## src/rtl/kugelblitz_tx_min_pad_pkg.sv

```systemverilog
// Shared constants and helpers for the QSFP TX minimum-length pad stage.
package kugelblitz_tx_min_pad_pkg;

    localparam int KB_DATA_WIDTH    = 512;
    localparam int KB_KEEP_WIDTH    = KB_DATA_WIDTH / 8;
    localparam int KB_MIN_FRAME_LEN = 60;
    localparam int KB_TUSER_ERR_BIT = 0;
    localparam int KB_STAT_WIDTH    = 32;

    // Lane count 0..64 needs 7 bits
    typedef logic [6:0] kb_lane_cnt_t;

    function automatic kb_lane_cnt_t kb_popcount(input logic [KB_KEEP_WIDTH-1:0] keep);
        kb_lane_cnt_t n;
        n = '0;
        for (int unsigned i = 0; i < KB_KEEP_WIDTH; i++) begin
            n = n + kb_lane_cnt_t'(keep[i]);
        end
        return n;
    endfunction

endpackage

```

## src/rtl/kugelblitz_tx_min_pad_if.sv

```systemverilog
// AXI-Stream bundle used on both sides of the TX pad stage.
interface kugelblitz_tx_min_pad_if
    import kugelblitz_tx_min_pad_pkg::*;
#(
    parameter int DATA_WIDTH = KB_DATA_WIDTH,
    parameter int KEEP_WIDTH = DATA_WIDTH / 8,
    parameter int USER_WIDTH = 1
);
    logic [DATA_WIDTH-1:0] tdata;
    logic [KEEP_WIDTH-1:0] tkeep;
    logic                  tvalid;
    logic                  tready;
    logic                  tlast;
    logic [USER_WIDTH-1:0] tuser;

    modport master (output tdata, tkeep, tvalid, tlast, tuser, input tready);
    modport slave  (input tdata, tkeep, tvalid, tlast, tuser, output tready);
endinterface

```

## src/rtl/kugelblitz_axis_skid.sv

```systemverilog
// Register slice with one skid entry; upstream ready is registered and
// never depends combinationally on downstream ready.
module kugelblitz_axis_skid #(
    parameter int WIDTH = 8
) (
    input  logic             clk,
    input  logic             rst,
    input  logic             in_valid,
    output logic             in_ready,
    input  logic [WIDTH-1:0] in_data,
    output logic             out_valid,
    input  logic             out_ready,
    output logic [WIDTH-1:0] out_data
);
    logic [WIDTH-1:0] out_data_q, out_data_d;
    logic [WIDTH-1:0] skid_data_q, skid_data_d;
    logic             out_valid_q, out_valid_d;
    logic             skid_valid_q, skid_valid_d;
    logic             in_ready_q, in_ready_d;
    logic             in_fire, out_fire;

    always_comb begin
        out_data_d   = out_data_q;
        out_valid_d  = out_valid_q;
        skid_data_d  = skid_data_q;
        skid_valid_d = skid_valid_q;
        in_fire      = in_valid & in_ready_q;
        out_fire     = out_valid_q & out_ready;
        // Skid is only ever occupied while in_ready_q is low, so it cannot collide with in_fire
        if (!out_valid_q || out_fire) begin
            if (skid_valid_q) begin
                out_data_d   = skid_data_q;
                out_valid_d  = 1'b1;
                skid_valid_d = 1'b0;
            end else if (in_fire) begin
                out_data_d  = in_data;
                out_valid_d = 1'b1;
            end else begin
                out_valid_d = 1'b0;
            end
        end else if (in_fire) begin
            skid_data_d  = in_data;
            skid_valid_d = 1'b1;
        end
        in_ready_d = !skid_valid_d;
    end

    always_ff @(posedge clk or posedge rst) begin
        if (rst) begin
            out_data_q   <= '0;
            skid_data_q  <= '0;
            out_valid_q  <= 1'b0;
            skid_valid_q <= 1'b0;
            in_ready_q   <= 1'b0;
        end else begin
            out_data_q   <= out_data_d;
            skid_data_q  <= skid_data_d;
            out_valid_q  <= out_valid_d;
            skid_valid_q <= skid_valid_d;
            in_ready_q   <= in_ready_d;
        end
    end

    assign in_ready  = in_ready_q;
    assign out_valid = out_valid_q;
    assign out_data  = out_data_q;
endmodule

```

## src/rtl/kugelblitz_tx_min_pad.sv

```systemverilog
// Pads single-beat frames shorter than MIN_FRAME_LEN with zero bytes ahead of
// the CMAC TX input, registers the stream and keeps per-port statistics.
module kugelblitz_tx_min_pad
    import kugelblitz_tx_min_pad_pkg::*;
#(
    parameter int DATA_WIDTH    = KB_DATA_WIDTH,
    parameter int KEEP_WIDTH    = DATA_WIDTH / 8,
    parameter int USER_WIDTH    = 1,
    parameter int MIN_FRAME_LEN = KB_MIN_FRAME_LEN,
    parameter int STAT_WIDTH    = KB_STAT_WIDTH
) (
    input  logic                      clk,
    input  logic                      rst,
    kugelblitz_tx_min_pad_if.slave    s_axis,
    kugelblitz_tx_min_pad_if.master   m_axis,
    output logic [STAT_WIDTH-1:0]     stat_frames,
    output logic [STAT_WIDTH-1:0]     stat_bytes,
    output logic [STAT_WIDTH-1:0]     stat_padded,
    output logic [STAT_WIDTH-1:0]     stat_err
);
    localparam int           PAYLOAD_W = DATA_WIDTH + KEEP_WIDTH + USER_WIDTH + 2;
    localparam kb_lane_cnt_t MIN_LEN   = kb_lane_cnt_t'(MIN_FRAME_LEN);

    if (DATA_WIDTH != 512 || KEEP_WIDTH * 8 != DATA_WIDTH ||
        MIN_FRAME_LEN < 1 || MIN_FRAME_LEN > KEEP_WIDTH) begin : g_bad_cfg
        $error("kugelblitz_tx_min_pad: illegal DATA_WIDTH/KEEP_WIDTH/MIN_FRAME_LEN");
    end

    logic                  first_beat_q, first_beat_d;
    logic                  s_fire, m_fire, pad;
    kb_lane_cnt_t          in_cnt, out_cnt;
    logic [KEEP_WIDTH-1:0] min_mask, pad_keep;
    logic [DATA_WIDTH-1:0] pad_data;
    logic [PAYLOAD_W-1:0]  out_payload;
    logic                  out_pad;
    logic [STAT_WIDTH-1:0] frames_q, frames_d, bytes_q, bytes_d;
    logic [STAT_WIDTH-1:0] padded_q, padded_d, err_q, err_d;

    always_comb begin
        min_mask = '0;
        for (int unsigned i = 0; i < KEEP_WIDTH; i++) begin
            min_mask[i] = (int'(i) < MIN_FRAME_LEN);
        end
        s_fire   = s_axis.tvalid & s_axis.tready;
        in_cnt   = kb_popcount(s_axis.tkeep);
        pad      = first_beat_q & s_axis.tlast & (in_cnt < MIN_LEN);
        pad_keep = s_axis.tkeep;
        pad_data = s_axis.tdata;
        if (pad) begin
            pad_keep = s_axis.tkeep | min_mask;
            for (int unsigned i = 0; i < KEEP_WIDTH; i++) begin
                if (min_mask[i] && !s_axis.tkeep[i]) pad_data[8*i +: 8] = '0;
            end
        end
        first_beat_d = first_beat_q;
        if (s_fire) first_beat_d = s_axis.tlast;
    end

    // Padded flag rides in the slice so statistics are taken at the output handshake
    kugelblitz_axis_skid #(.WIDTH(PAYLOAD_W)) u_skid (
        .clk       (clk),
        .rst       (rst),
        .in_valid  (s_axis.tvalid),
        .in_ready  (s_axis.tready),
        .in_data   ({pad, s_axis.tuser, s_axis.tlast, pad_keep, pad_data}),
        .out_valid (m_axis.tvalid),
        .out_ready (m_axis.tready),
        .out_data  (out_payload)
    );

    assign {out_pad, m_axis.tuser, m_axis.tlast, m_axis.tkeep, m_axis.tdata} = out_payload;

    always_comb begin
        m_fire   = m_axis.tvalid & m_axis.tready;
        out_cnt  = kb_popcount(m_axis.tkeep);
        frames_d = frames_q;
        bytes_d  = bytes_q;
        padded_d = padded_q;
        err_d    = err_q;
        if (m_fire) begin
            frames_d = frames_q + STAT_WIDTH'(m_axis.tlast);
            bytes_d  = bytes_q + STAT_WIDTH'(out_cnt);
            padded_d = padded_q + STAT_WIDTH'(out_pad);
            err_d    = err_q + STAT_WIDTH'(m_axis.tlast & m_axis.tuser[KB_TUSER_ERR_BIT]);
        end
    end

    always_ff @(posedge clk or posedge rst) begin
        if (rst) begin
            first_beat_q <= 1'b1;
            frames_q     <= '0;
            bytes_q      <= '0;
            padded_q     <= '0;
            err_q        <= '0;
        end else begin
            first_beat_q <= first_beat_d;
            frames_q     <= frames_d;
            bytes_q      <= bytes_d;
            padded_q     <= padded_d;
            err_q        <= err_d;
        end
    end

    assign stat_frames = frames_q;
    assign stat_bytes  = bytes_q;
    assign stat_padded = padded_q;
    assign stat_err    = err_q;
endmodule

```

## src/flat_wrapper.sv

```systemverilog
// flat-port wrapper written by rule: the top's interface ports become plain ports
module kugelblitz_tx_min_pad_flat import kugelblitz_tx_min_pad_pkg::*;
#(
    parameter int DATA_WIDTH    = KB_DATA_WIDTH,
    parameter int KEEP_WIDTH    = DATA_WIDTH / 8,
    parameter int USER_WIDTH    = 1,
    parameter int MIN_FRAME_LEN = KB_MIN_FRAME_LEN,
    parameter int STAT_WIDTH    = KB_STAT_WIDTH
)
  (clk, rst, stat_frames, stat_bytes, stat_padded, stat_err, s_axis_tdata, s_axis_tkeep, s_axis_tvalid, s_axis_tlast, s_axis_tuser, s_axis_tready, m_axis_tdata, m_axis_tkeep, m_axis_tvalid, m_axis_tlast, m_axis_tuser, m_axis_tready);
  kugelblitz_tx_min_pad_if #(.DATA_WIDTH(DATA_WIDTH), .KEEP_WIDTH(KEEP_WIDTH), .USER_WIDTH(USER_WIDTH)) s_axis_i ();
  kugelblitz_tx_min_pad_if #(.DATA_WIDTH(DATA_WIDTH), .KEEP_WIDTH(KEEP_WIDTH), .USER_WIDTH(USER_WIDTH)) m_axis_i ();
  input  logic clk;
  input  logic rst;
  output logic [STAT_WIDTH-1:0] stat_frames;
  output logic [STAT_WIDTH-1:0] stat_bytes;
  output logic [STAT_WIDTH-1:0] stat_padded;
  output logic [STAT_WIDTH-1:0] stat_err;
  input wire logic [$bits(s_axis_i.tdata)-1:0] s_axis_tdata;
  input wire logic [$bits(s_axis_i.tkeep)-1:0] s_axis_tkeep;
  input wire logic [$bits(s_axis_i.tvalid)-1:0] s_axis_tvalid;
  input wire logic [$bits(s_axis_i.tlast)-1:0] s_axis_tlast;
  input wire logic [$bits(s_axis_i.tuser)-1:0] s_axis_tuser;
  output wire logic [$bits(s_axis_i.tready)-1:0] s_axis_tready;
  output wire logic [$bits(m_axis_i.tdata)-1:0] m_axis_tdata;
  output wire logic [$bits(m_axis_i.tkeep)-1:0] m_axis_tkeep;
  output wire logic [$bits(m_axis_i.tvalid)-1:0] m_axis_tvalid;
  output wire logic [$bits(m_axis_i.tlast)-1:0] m_axis_tlast;
  output wire logic [$bits(m_axis_i.tuser)-1:0] m_axis_tuser;
  input wire logic [$bits(m_axis_i.tready)-1:0] m_axis_tready;
  assign s_axis_i.tdata = s_axis_tdata;
  assign s_axis_i.tkeep = s_axis_tkeep;
  assign s_axis_i.tvalid = s_axis_tvalid;
  assign s_axis_i.tlast = s_axis_tlast;
  assign s_axis_i.tuser = s_axis_tuser;
  assign s_axis_tready = s_axis_i.tready;
  assign m_axis_tdata = m_axis_i.tdata;
  assign m_axis_tkeep = m_axis_i.tkeep;
  assign m_axis_tvalid = m_axis_i.tvalid;
  assign m_axis_tlast = m_axis_i.tlast;
  assign m_axis_tuser = m_axis_i.tuser;
  assign m_axis_i.tready = m_axis_tready;
  kugelblitz_tx_min_pad #(.DATA_WIDTH(DATA_WIDTH), .KEEP_WIDTH(KEEP_WIDTH), .USER_WIDTH(USER_WIDTH), .MIN_FRAME_LEN(MIN_FRAME_LEN), .STAT_WIDTH(STAT_WIDTH)) u_core (.clk(clk), .rst(rst), .s_axis(s_axis_i), .m_axis(m_axis_i), .stat_frames(stat_frames), .stat_bytes(stat_bytes), .stat_padded(stat_padded), .stat_err(stat_err));
endmodule
```

## config.mk

```make
export PLATFORM = sky130hd
export DESIGN_NAME = kugelblitz_tx_min_pad_flat
export DESIGN_NICKNAME = d
export VERILOG_FILES = /design/src/rtl/kugelblitz_tx_min_pad_pkg.sv /design/src/rtl/kugelblitz_tx_min_pad_if.sv /design/src/rtl/kugelblitz_axis_skid.sv /design/src/rtl/kugelblitz_tx_min_pad.sv /design/src/flat_wrapper.sv
export SDC_FILE = /design/constraint.sdc
export NUM_CORES = 2
export LEC_CHECK = 0
export ABC_AREA = 1
export BUFFER_PORTS_ARGS = -buffer_cell sky130_fd_sc_hd__buf_4
export CORE_AREA = 4 4 494 496
export DETAILED_ROUTE_END_ITERATION = 10
export DIE_AREA = 0 0 498 500
export MAX_ROUTING_LAYER = met4
export PLACE_DENSITY = 0.5
export SYNTH_ARGS = -nofsm -noshare
export SYNTH_HDL_FRONTEND = slang
export SYNTH_SLANG_ARGS = --single-unit
```

## constraint.sdc

```tcl
create_clock -name clk -period 134.3 [get_ports clk]
set_input_delay 26.86 -clock clk [delete_from_list [all_inputs] [get_ports clk]]
set_output_delay 26.86 -clock clk [all_outputs]
set_load 0.005 [all_outputs]
```

After elaboration in Yosys (flattened, before gate mapping). Index checks and enable logic that the tools add are counted.

Bits in registers: 1290. Bits in latches: 0. Bits in writable memories: 0. Memory bits (read-only): 0. Bits of input ports: 582. Output and inout bits: 708. Logic and storage cells: 221. Memories: 0.

$add $sub $neg: 130. Multipliers: 0. Div/mod/pow operators: 0. Order comparisons: 1. Equal/unequal tests: 0. Shift operators: 0. Multiplexer cells: 68. Bitwise operators: 6. Reductions and logical operators: 6.

Operators with widths (count): $mux W579 (2); $add A7 B1 Y7 (124); $mux W480 (1); $mux W8 (60); $add A32 B1 Y32 (2); $mux W60 (1); $add A32 B32 Y32 (1); $add A32 B7 Y32 (1); $lt A7 B6 Y1 const B (1); $and A1 B1 Y1 (5); $add A1 B1 Y2 (2); $mux W1 (4); $reduce_and A2 Y1 (2); $logic_not A1 Y1 (2); $reduce_bool A2 Y1 (1); $logic_or A1 B1 Y1 (1); $not A1 Y1 (1).

Logic depth before layout (Yosys ltp).
Depth in word-level cells: 68. Depth in mapped cells: 31. Gate-level depth less buffers: 31.

Modules after synthesis. A second synthesis with hierarchy kept.

Cell total of the unflattened synthesis: 10910. Area total of the unflattened synthesis: 74293.8 µm².

Modules (own cells, without submodules): kugelblitz_axis_skid (instances 1, cells each 6833, area each 51725.9 µm², sequential area each 29052.9 µm²); kugelblitz_tx_min_pad (instances 1, cells each 4077, area each 22567.9 µm², sequential area each 3229.3 µm²).

Worst setup path before layout. OpenSTA, ideal clock, no wires.

Path kind: in2reg. Start: in s_axis_tkeep[2]. End: reg u_core.u_skid.out_data_q[578] (netlist: u_core.u_skid.out_data[578]). Arrival time: 32683 ps. Required time: 134176 ps. Slack: 101493 ps. Cell stages on the path: 26. Cells stage by stage: clkbuf_1 > inv_1 > fa_1 > fa_1 > fa_1 > inv_1 > fa_1 > fa_1 > fa_1 > inv_1 > fa_1 > fa_1 > inv_1 > ha_1 > nand2_1 > nand2_1 > nand2_1 > nand3_1 > buf_6 > nand3_2 > buf_6 > buf_6 > buf_6 > nand2_1 > o211ai_1 > nand2_1.

Word-level cells in the longest chain between the ends: 66.

Ends and longest elaborated chain: start: declaration (line flat_wrapper.sv:20) `input wire logic [$bits(s_axis_i.tkeep)-1:0] s_axis_tkeep;`; $add A7 B1 Y7 (62 in a row) (line kugelblitz_tx_min_pad_pkg.sv:17) `n = n + kb_lane_cnt_t'(keep[i]);`; $lt A7 B6 Y1 (line kugelblitz_tx_min_pad.sv:46) `pad = first_beat_q & s_axis.tlast & (in_cnt < MIN_LEN);`; $and A1 B1 Y1 (line kugelblitz_tx_min_pad.sv:46); $mux W579 (line kugelblitz_axis_skid.sv:35) `end else if (in_fire) begin`; $mux W579 (line kugelblitz_axis_skid.sv:31) `if (skid_valid_q) begin`; end signal: assignment (line kugelblitz_axis_skid.sv:56) `out_data_q <= out_data_d;`; end: declaration (line kugelblitz_axis_skid.sv:15) `logic [WIDTH-1:0] out_data_q, out_data_d;`.

No other way between the ends. The select of a mux whose other input is x is not followed. A chain may end at the register's enable or synchronous reset.

Final worst setup path.
Start: in s_axis_tkeep[0]. End: reg u_core.u_skid.skid_data_q[330].

Word-level cells in the longest chain between the ends: 66.

Ends and longest elaborated chain: $add A1 B1 Y2 (line kugelblitz_tx_min_pad_pkg.sv:17); $add A7 B1 Y7 (62 in a row) (line kugelblitz_tx_min_pad_pkg.sv:17); $lt A7 B6 Y1 (line kugelblitz_tx_min_pad.sv:46); $and A1 B1 Y1 (line kugelblitz_tx_min_pad.sv:46); $mux W480 (line kugelblitz_tx_min_pad.sv:49) `if (pad) begin`; end signal: assignment (line kugelblitz_axis_skid.sv:57) `skid_data_q <= skid_data_d;`; end: declaration (line kugelblitz_axis_skid.sv:16) `logic [WIDTH-1:0] skid_data_q, skid_data_d;`.

No other way between the ends.

==> metrics.yaml <==
grt_util_met3_pct: 6.516
rsz0062_at_grt: "false"
initial_core_util_pct: 31.74
wl_mm: 322.3
die_x_microns: 498
drc: 0
drtIter0Drc: 6403
clock_latency_ns: 0.83
fillers: 25199
drt-wirelength-per-cell_microns: 22.69
multiInputGateArea_sq_um: 32610
worstSetupPathType: "input pin to flip-flop"
max_freq_mhz: 28.13
grt_pass1_wl_mm: 471.2
cts_sinks: 1290
cts_buffers: 163
ys_warn_count: 0
routabilityCongestion: 0.9300
cts_tree: "done"
ys_seq_area_share_pct: 42.44
synth_nets: 11274
crit_required_ns: 134.94
grt_max_degree: 229
antenna_found_initial: 90
layout_common_cells: "nand2_1 (3708), buf_4 (1362), dfrtp_1 (1288), inv_1 (1017), nand3_1 (1017)"
nNetsFinal: 11547
cts-root-buf: "clkbuf_16"
cts_hold_buf: 0
tns_ns: 0
cp-end-kind: "flip-flop"
ys.flop_type: "dfrtp_1"
slew_violations: 0
ios: 1290
hold_class: "flip-flop to flip-flop"
io_buffers: 1289
fin_crit_sh_pct: 26.47
coreArea_sq_um: 239600
die_area_sq_um: 249000
use_met1_pct: 32.23
path_clk_slew_ns: 0.06
fin_skew_ns: 0.03848
grt_util_met2_pct: 39.76
syn_area_per_cell_sq_um: 7.218
synthToLayoutAreaGrowth_pct: 17.05
relSlewSlack_pct: 18.18
h-tree-depth: 4
crit_fanout: 92
maxCapViolCount: 0
fp-row-count: 180
syn-instance-count: 10539
synth_area_sq_um: 76070
post_cts.repair.setup_buffers: 0
synth_cell_types: 40
async_flop_share_pct: 100.0
status: "completed"
final_common_cell: "nand2_1"
clock_path_buffers: 3
grt_pass1_vias: 67681
max_slew.worst_pin.slew_ns: 1.227
critPathLaunchType: "input pin"
cts_resized: 0
cp.arrival_ns: 36.19
dr.pass1.iters: 8
grt_overflow: 0
busiest_layer: "met2"
detail-route-antenna-nets: 0
route.vias.total: 71182
die_h_microns: 500
regArea_sq_um: 32290
fin_crit_ns: 35.55
vias_per_cell: 5.011
final_hold_viol_count: 0
yosys_register_bits: 1290
setup_violations: 0
hpwl_mm: 224.7
drive_gt1_share_pct: 15.37
synth_edf_count: 0
reg2reg_depth: 27
grt_usage_pct: 25.68
min_path_cells: 2
[layer usage]
metal | vias up | wire length [microns]
li1 | 33240 | -
met1 | 34716 | 133000
met2 | 2798 | 148700
met3 | 428 | 26770
met4 | 0 | 13770
met5 | - | 0
[sequential cells by signal, indices dropped and copies added, names as in the netlist]
signal	count
u_core.u_skid.out_valid	1
u_core.stat_frames	32
u_core.stat_bytes	32
u_core.stat_padded	32
u_core.first_beat_q	1
u_core.u_skid.in_ready	1
u_core.u_skid.skid_valid_q	1
u_core.u_skid.skid_data_q	579
u_core.u_skid.out_data	579
u_core.stat_err	32
[cells in the mapped netlist, drive strengths merged, types with 2 or more instances]
master / count / area [sq um]
xor2: 64 / 560.5
xnor2: 45 / 394.1
clkbuf: 522 / 1959
a21oi: 227 / 1136
nand3b: 5 / 37.54
fa: 107 / 2142
nor2: 778 / 2928
nor3: 34 / 175.2
inv: 1020 / 3829
nand2: 3710 / 13930
nand3: 1019 / 5105
buf: 743 / 5441
dfrtp: 1289 / 32260
o21ai: 302 / 1511
nor4: 7 / 43.79
nor3b: 2 / 15.01
ha: 46 / 575.6
nand4: 567 / 3672
o211ai: 4 / 30.03
a31oi: 38 / 237.7
[per-stage QoR]
step	instances	setup slack, ns	util, %	hold WS [ns]	cell area, sq um
CTS	14128	98.82	37.08	0.4723	88850
finish	14205	98.75	37.16	0.4711	89040
global placement	13832	97.85	34.71	0.4537	83180
detailed placement	13832	97.92	34.71	0.4581	83180
global route	14201	98.37	37.15	0.4861	89030
floorplan	10539	71.08	-	0.4417	76070
[critical path, cell delays in order]
cell	delay, ns
buf_4	0.16
ha_1	0.31
inv_1	0.09
fa_1	0.49
fa_1	0.45
fa_1	0.52
inv_1	0.09
fa_1	0.51
fa_1	0.52
fa_1	0.55
inv_1	0.06
fa_1	0.50
fa_1	0.54
inv_1	0.04
ha_1	0.28
nand2_1	0.08
nand2_1	0.06
nand2_1	0.06
nand2_1	0.12
nand2_8	0.59
buf_4	0.82
buf_4	0.68
buf_4	0.66
nand4_1	0.64
nand3_1	0.22
o21ai_0	0.11
[worst paths after layout]
check / startpoint / to / slack (ns)
min in group asynchronous: rst / u_core.stat_padded[2] / 26.07
worst min register to register: u_core.u_skid.skid_data_q[486] / u_core.u_skid.skid_data_q[486] / 0.47
worst max register to register: u_core.u_skid.out_data[512] / u_core.stat_bytes[27] / 126.02
max in group asynchronous: rst / u_core.u_skid.out_data[157] / 103.64
worst min-delay path: u_core.u_skid.skid_data_q[486] / u_core.u_skid.skid_data_q[486] / 0.47
worst max-delay path: s_axis_tkeep[0] / u_core.u_skid.skid_data_q[330] / 98.75
[cells by family (layout without fill, tap and decap cells)]
| family | count (synthesis) | count (layout) | share of synthesized area (%) |
|---|---|---|---|
| simple gates | 6125 | 6125 | 34.08 |
| compound gates | 576 | 576 | 3.882 |
| xor+xnor | 109 | 109 | 1.255 |
| fa+ha+maj | 153 | 153 | 3.573 |
| flops | 1290 | 1290 | 42.44 |
| other cells | 0 | 77 | 0 |
| buf+inv | 2286 | 2690 | 14.77 |
[final cells by class]
type                       count  area share (%)
antenna                       77          0.2164
timing repair buffer        1373           11.73
multi-input combinational   6963           36.62
clock buffer                 229           5.381
inverter                    1021           4.330
sequential                  1290           36.26
clock inverter                67          0.9823
tap                         3185           4.476
Power is left out: the tool's default activity adds up to more than one toggle a clock period on the data nets, which glitch-free logic cannot reach.
